**src/rtl/glitch_free_lut_if.sv**
```systemverilog
// Serial truth-table configuration channel for glitch_free_lut.
//   cfg_start : one-cycle pulse that begins (or restarts) a table load
//   cfg_valid : cfg_data carries a table bit this cycle
//   cfg_data  : serial table bit, index 0 first
//   cfg_ready : the LUT is accepting table bits
// master = configuration source, slave = the LUT.
interface glitch_free_lut_if;
   logic cfg_start;
   logic cfg_valid;
   logic cfg_data;
   logic cfg_ready;

   modport master (
      output cfg_start,
      output cfg_valid,
      output cfg_data,
      input  cfg_ready
   );

   modport slave (
      input  cfg_start,
      input  cfg_valid,
      input  cfg_data,
      output cfg_ready
   );
endinterface

```
**src/rtl/glitch_free_lut.sv**
```systemverilog
// Glitch-free N-input lookup table.
// The asynchronous inputs i are synchronized, then debounced: a value must
// sit unchanged on the synchronizer output for STABLE+1 cycles before it is
// used to address the table. The output o is a plain flop, so it can never
// glitch. The table can be reloaded at run time over a serial channel; the
// new contents are staged in a shadow register and swapped in atomically.
//   clk     : clock, all state changes on the rising edge
//   nrst    : asynchronous active-low reset
//   i       : N asynchronous function inputs
//   cfg     : serial table-load channel (slave side)
//   o       : registered table[filtered i]
//   o_valid : o reflects the current filtered input under the current table
module glitch_free_lut #(
   parameter int N = 4,
   parameter int STABLE = 2,
   parameter logic [2**N-1:0] INIT = '0
) (
   input  logic             clk,
   input  logic             nrst,
   input  logic [N-1:0]     i,
   glitch_free_lut_if.slave cfg,
   output logic             o,
   output logic             o_valid
);

   localparam int DEPTH = 2**N;
   localparam int CW = $clog2(STABLE + 1);
   localparam logic [CW-1:0] CNT_MAX = CW'(STABLE);
   localparam logic [N-1:0]  K_LAST  = N'(DEPTH - 1);

   typedef enum logic [1:0] {
      ST_RUN    = 2'd0,
      ST_LOAD   = 2'd1,
      ST_COMMIT = 2'd2
   } state_t;

   state_t           state_reg, state_next;
   logic [N-1:0]     k_reg, k_next;
   logic [DEPTH-1:0] lut_reg;
   logic [DEPTH-1:0] shadow_reg;
   logic [N-1:0]     s1_reg, s2_reg;
   logic [N-1:0]     p_reg;
   logic [CW-1:0]    cnt_reg;
   logic             o_reg;
   logic             o_valid_reg, o_valid_next;
   logic             cfg_ready_reg;
   logic             accept;
   logic             commit;
   logic             settled;

   assign settled = (cnt_reg == CNT_MAX);

   // Load sequencer: next state, beat index and beat acceptance.
   always_comb begin
      state_next = state_reg;
      k_next     = k_reg;
      accept     = 1'b0;
      commit     = 1'b0;
      case (state_reg)
         ST_RUN: begin
            if (cfg.cfg_start) begin
               state_next = ST_LOAD;
               k_next     = '0;
            end
         end
         ST_LOAD: begin
            // A start pulse restarts the load and discards any beat offered
            // in the same cycle.
            if (cfg.cfg_start) begin
               k_next = '0;
            end else if (cfg.cfg_valid && cfg_ready_reg) begin
               accept = 1'b1;
               k_next = k_reg + N'(1);
               if (k_reg == K_LAST) begin
                  state_next = ST_COMMIT;
               end
            end
         end
         ST_COMMIT: begin
            // The commit always completes; a start seen here goes straight
            // on to a fresh load.
            commit     = 1'b1;
            k_next     = '0;
            state_next = cfg.cfg_start ? ST_LOAD : ST_RUN;
         end
         default: begin
            state_next = ST_RUN;
         end
      endcase
   end

   // o_valid drops on the same edge that leaves RUN, so it is already low
   // in the first LOAD cycle.
   always_comb begin
      o_valid_next = (state_reg == ST_RUN) && (state_next == ST_RUN) && settled;
   end

   always_ff @(posedge clk or negedge nrst) begin
      if (!nrst) begin
         state_reg     <= ST_RUN;
         k_reg         <= '0;
         lut_reg       <= INIT;
         shadow_reg    <= '0;
         cfg_ready_reg <= 1'b0;
      end else begin
         state_reg     <= state_next;
         k_reg         <= k_next;
         cfg_ready_reg <= (state_next == ST_LOAD);
         if (accept) begin
            shadow_reg[k_reg] <= cfg.cfg_data;
         end
         if (commit) begin
            lut_reg <= shadow_reg;
         end
      end
   end

   // Synchronizer and stability filter. The filter keeps running during a
   // load; a commit restarts the count so the new table is only used after
   // a full settle period.
   always_ff @(posedge clk or negedge nrst) begin
      if (!nrst) begin
         s1_reg  <= '0;
         s2_reg  <= '0;
         p_reg   <= '0;
         cnt_reg <= '0;
      end else begin
         s1_reg <= i;
         s2_reg <= s1_reg;
         if (s2_reg != p_reg) begin
            p_reg <= s2_reg;
         end
         if (commit || (s2_reg != p_reg)) begin
            cnt_reg <= '0;
         end else if (!settled) begin
            cnt_reg <= cnt_reg + CW'(1);
         end
      end
   end

   always_ff @(posedge clk or negedge nrst) begin
      if (!nrst) begin
         o_reg       <= 1'b0;
         o_valid_reg <= 1'b0;
      end else begin
         o_valid_reg <= o_valid_next;
         if ((state_reg == ST_RUN) && settled) begin
            o_reg <= lut_reg[p_reg];
         end
      end
   end

   assign o             = o_reg;
   assign o_valid       = o_valid_reg;
   assign cfg.cfg_ready = cfg_ready_reg;

endmodule

```
**src/flat_wrapper.sv**
```systemverilog
// flat-port wrapper written by rule: the top's interface ports become plain ports
module glitch_free_lut_flat 
#(
   parameter int N = 4,
   parameter int STABLE = 2,
   parameter logic [2**N-1:0] INIT = '0
)
  (clk, nrst, i, o, o_valid, cfg_cfg_start, cfg_cfg_valid, cfg_cfg_data, cfg_cfg_ready);
  glitch_free_lut_if cfg_i ();
  input  logic clk;
  input  logic nrst;
  input  logic [N-1:0] i;
  output logic o;
  output logic o_valid;
  input wire logic [$bits(cfg_i.cfg_start)-1:0] cfg_cfg_start;
  input wire logic [$bits(cfg_i.cfg_valid)-1:0] cfg_cfg_valid;
  input wire logic [$bits(cfg_i.cfg_data)-1:0] cfg_cfg_data;
  output wire logic [$bits(cfg_i.cfg_ready)-1:0] cfg_cfg_ready;
  assign cfg_i.cfg_start = cfg_cfg_start;
  assign cfg_i.cfg_valid = cfg_cfg_valid;
  assign cfg_i.cfg_data = cfg_cfg_data;
  assign cfg_cfg_ready = cfg_i.cfg_ready;
  glitch_free_lut #(.N(N), .STABLE(STABLE), .INIT(INIT)) u_core (.clk(clk), .nrst(nrst), .i(i), .cfg(cfg_i), .o(o), .o_valid(o_valid));
endmodule
```
**config.mk**
```make
export PLATFORM = sky130hd
export DESIGN_NAME = glitch_free_lut_flat
export DESIGN_NICKNAME = d
export VERILOG_FILES = /design/src/rtl/glitch_free_lut_if.sv /design/src/rtl/glitch_free_lut.sv /design/src/flat_wrapper.sv
export SDC_FILE = /design/constraint.sdc
export NUM_CORES = 1
export LEC_CHECK = 0
export CAP_MARGIN = 25
export CORE_ASPECT_RATIO = 0.5
export CORE_MARGIN = 2
export CORE_UTILIZATION = 70
export CTS_BUF_LIST = sky130_fd_sc_hd__clkbuf_2
export CTS_CLUSTER_SIZE = 12
export DETAILED_ROUTE_END_ITERATION = 8
export DONT_BUFFER_PORTS = 1
export PLACE_DENSITY = 0.86
export SLEW_MARGIN = 20
export SYNTH_ARGS = -nofsm -noshare
export SYNTH_HDL_FRONTEND = slang
export SYNTH_SLANG_ARGS = --single-unit
export TNS_END_PERCENT = 5
```
**constraint.sdc**
```tcl
create_clock -name clk -period 3.4 [get_ports clk]
set_input_delay 1.02 -clock clk [delete_from_list [all_inputs] [get_ports clk]]
set_output_delay 1.02 -clock clk [all_outputs]
set_load 0.01 [all_outputs]
```
==> reports/metrics.yaml <==
ys_ff_latch: 55
dp_hpwl_um: 2870
worst-path-max-fanout: 14
post-cts-setup-buffers: 0
ys.warnings.count: 0
route.vias.total: 1416
grt_pass1_vias: 1379
die_area_um2: 3981
grt-ovfl-total: 0
avgRoutedWirePerCell_um: 17.83
tritoncts: "done"
peakVddDrop_uv: 371.6
worst_ep_arrival_time_ps: 2410
hold_viol: 0
hold_buffers: 0
setup_tns_ps: 0
post-route-min-period_ps: 2039
crit_chain: "nand2b_1, nor4_1, nand3_1, mux2_2"
synth.avg_cell_area_um2: 12.51
rsz0062_at_grt: "no"
nets: 201
maxCapViolations: 0
leakage_uw: 0.001136
cpLargestDelayFamily: "simple AND/OR/NAND/NOR gates"
cpPeakStageDelay_ps: 700
syn_area_um2: 2426
fmax_mhz: 490.5
start_util: 0.7181
grt_usage: 0.2396
netlist.top_cell.by_area: "dfrtp_1"
cts_buffers: 5
dieHeight_um: 45.63
slew_violations: 0
place_ws_ps: 1030
synth.top_cell.area_share: 0.5673
end_kind: "register"
syn_nets: 208
stdcell_area_um2: 2459
worst_slew_pin_slew_ps: 646.9
clk_pin_slew_ps: 280
fin_ws_ps: 1361
outcome: "finished clean"
drive_above_1_share: 0.2606
cp.required_ps: 3770
drt_iter0_drc: 100
antenna_found_initial: 0
crit_buf_inv: 0
power_density_nw_per_um2: 409.0
final-setup-viol-count: 0
firstDrtPassIters: 4
rows: 15
syn-instance-count: 194
root_buffer: "clkbuf_2"
placed_cell_area_um2: 2409
wl_um: 4101
clockBufferDepth: 2
crit_path_start_kind: "register"
ant_nets: 0
drc: 0
ys_seq_area_frac: 0.5673
cts_resized: 0
grt_max_degree: 56
relSlewSlack: 0.5647
synth_cell_types: 36
fin_cells: 230
hold_slack_ps: 213.7
diodes: 0
h-tree-depth: 2
clock-sinks: 55
yosys-top-cells-area: "dfrtp_1, mux2_2, nand2_1"
critical_path_class: "reg -> reg"
numPlacedInstances: 222
die_w_um: 87.26
area_growth_pct: 1.341
grt_pass1_wl_um: 6927
ioPinCount: 12
fp.coreArea_um2: 3378
place_congestion: 0.8291
port_buffers: 0
clock_latency_ps: 440
finClkSkew_ps: 13.87
num-fill-cells: 223
cpMaxStageDelayCell: "dfrtp_1"
fin_crit_sh: 0.5996
hold_class: "in -> async"
vias_per_cell: 6.157
-- layer usage --
layer  wire length [µm]  track usage
met3                214      0.05978
met2               1891       0.3606
met1               1970       0.3632
met4                 25      0.04615
met5                  0            0
-- report_power, final --
| part | total [µW] | switching (µW) | internal, µW |
|---|---|---|---|
| clock network | 260 | 207 | 53.5 |
| registers | 700 | 20.1 | 680 |
| logic | 45.0 | 18.9 | 26.1 |
-- logic make-up (layout without fill, tap and decap cells) --
group,after synthesis,after routing,share of synthesized area
AOI/OAI and AO/OA,22,22,0.06550
xor gates and xnor gates,3,3,0.01083
adders and majority gates,5,5,0.02579
buffers and inverters,22,16,0.04126
DFF,55,55,0.5673
muxes,38,38,0.1846
and+or+nand+nor,49,49,0.1047
-- cells in the mapped netlist --
cell / number
o211ai_1: 2
a2111oi_0: 1
xor2_1: 3
o2111ai_1: 1
a31o_2: 2
mux2i_1: 2
a311o_1: 1
a22oi_1: 4
and3b_1: 1
nand2_1: 18
o22ai_1: 1
nor2_1: 8
a21oi_1: 2
nand2b_1: 1
a22o_1: 1
nor3_1: 2
inv_1: 8
mux4_2: 2
o21ai_0: 4
dfrtp_1: 55
or4_4: 1
nand3_1: 8
a31oi_1: 1
nor4b_2: 1
a221o_1: 1
nor4_1: 3
ha_1: 5
clkbuf_1: 10
buf_2: 2
mux2_2: 34
nor2b_4: 1
or3_1: 1
buf_6: 2
or4_1: 1
a21o_1: 1
nor2b_1: 3
-- final timing paths --
path | start | endpoint | slack, ps | depth (start not counted)
worst max-delay path | u_core.state_reg[0]$_DFF_PN0_ | u_core.shadow_reg[13]$_DFFE_PN0P_ | 1360 | 4
worst min-delay path | nrst | u_core.p_reg[2]$_DFFE_PN0P_ | 210 | 0
worst max register to register | u_core.state_reg[0]$_DFF_PN0_ | u_core.shadow_reg[13]$_DFFE_PN0P_ | 1360 | 4
worst min register to register | u_core.s1_reg[2]$_DFF_PN0_ | u_core.s2_reg[2]$_DFF_PN0_ | 380 | 0
max in group asynchronous | nrst | u_core.k_reg[2]$_DFFE_PN0P_ | 3090 | 0
min in group clk | u_core.s1_reg[2]$_DFF_PN0_ | u_core.s2_reg[2]$_DFF_PN0_ | 380 | 0
-- cells in the final DEF (no fill, tap or decap), drive strengths merged, types with 2 or more instances in the layout --
| master | instances |
|---|---|
| inv | 8 |
| nor3 | 2 |
| nor4 | 3 |
| nand3 | 8 |
| ha | 5 |
| mux2 | 34 |
| mux4 | 2 |
| a31o | 2 |
| or4 | 2 |
| clkinv | 2 |
| a22oi | 4 |
| nor2 | 8 |
| dfrtp | 55 |
| o21ai | 4 |
| o211ai | 2 |
| nor2b | 4 |
| nand2 | 18 |
| a21oi | 2 |
| clkbuf | 5 |
| mux2i | 2 |
| xor2 | 3 |
-- cell type report --
class | count | area (µm²) | share of cell area
sequential | 55 | 1376 | 0.5598
multi-input combinational | 117 | 949.7 | 0.3863
tap | 42 | 52.55 | 0.02137
inverter | 8 | 30.03 | 0.01221
clock buffer | 5 | 25.02 | 0.01018
clock inverter | 3 | 25.02 | 0.01018
-- stage by stage --
stage / utilization / power (µW)
2_1_floorplan: - / 745.8
3_3_place_gp: 0.7130 / 750.7
3_5_place_dp: 0.7130 / 755.1
4_1_cts: 0.7278 / 1014
5_1_grt: 0.7278 / 1050
6_report: 0.7278 / 1006
No activity file was read; power rests on OpenSTA's default activity.
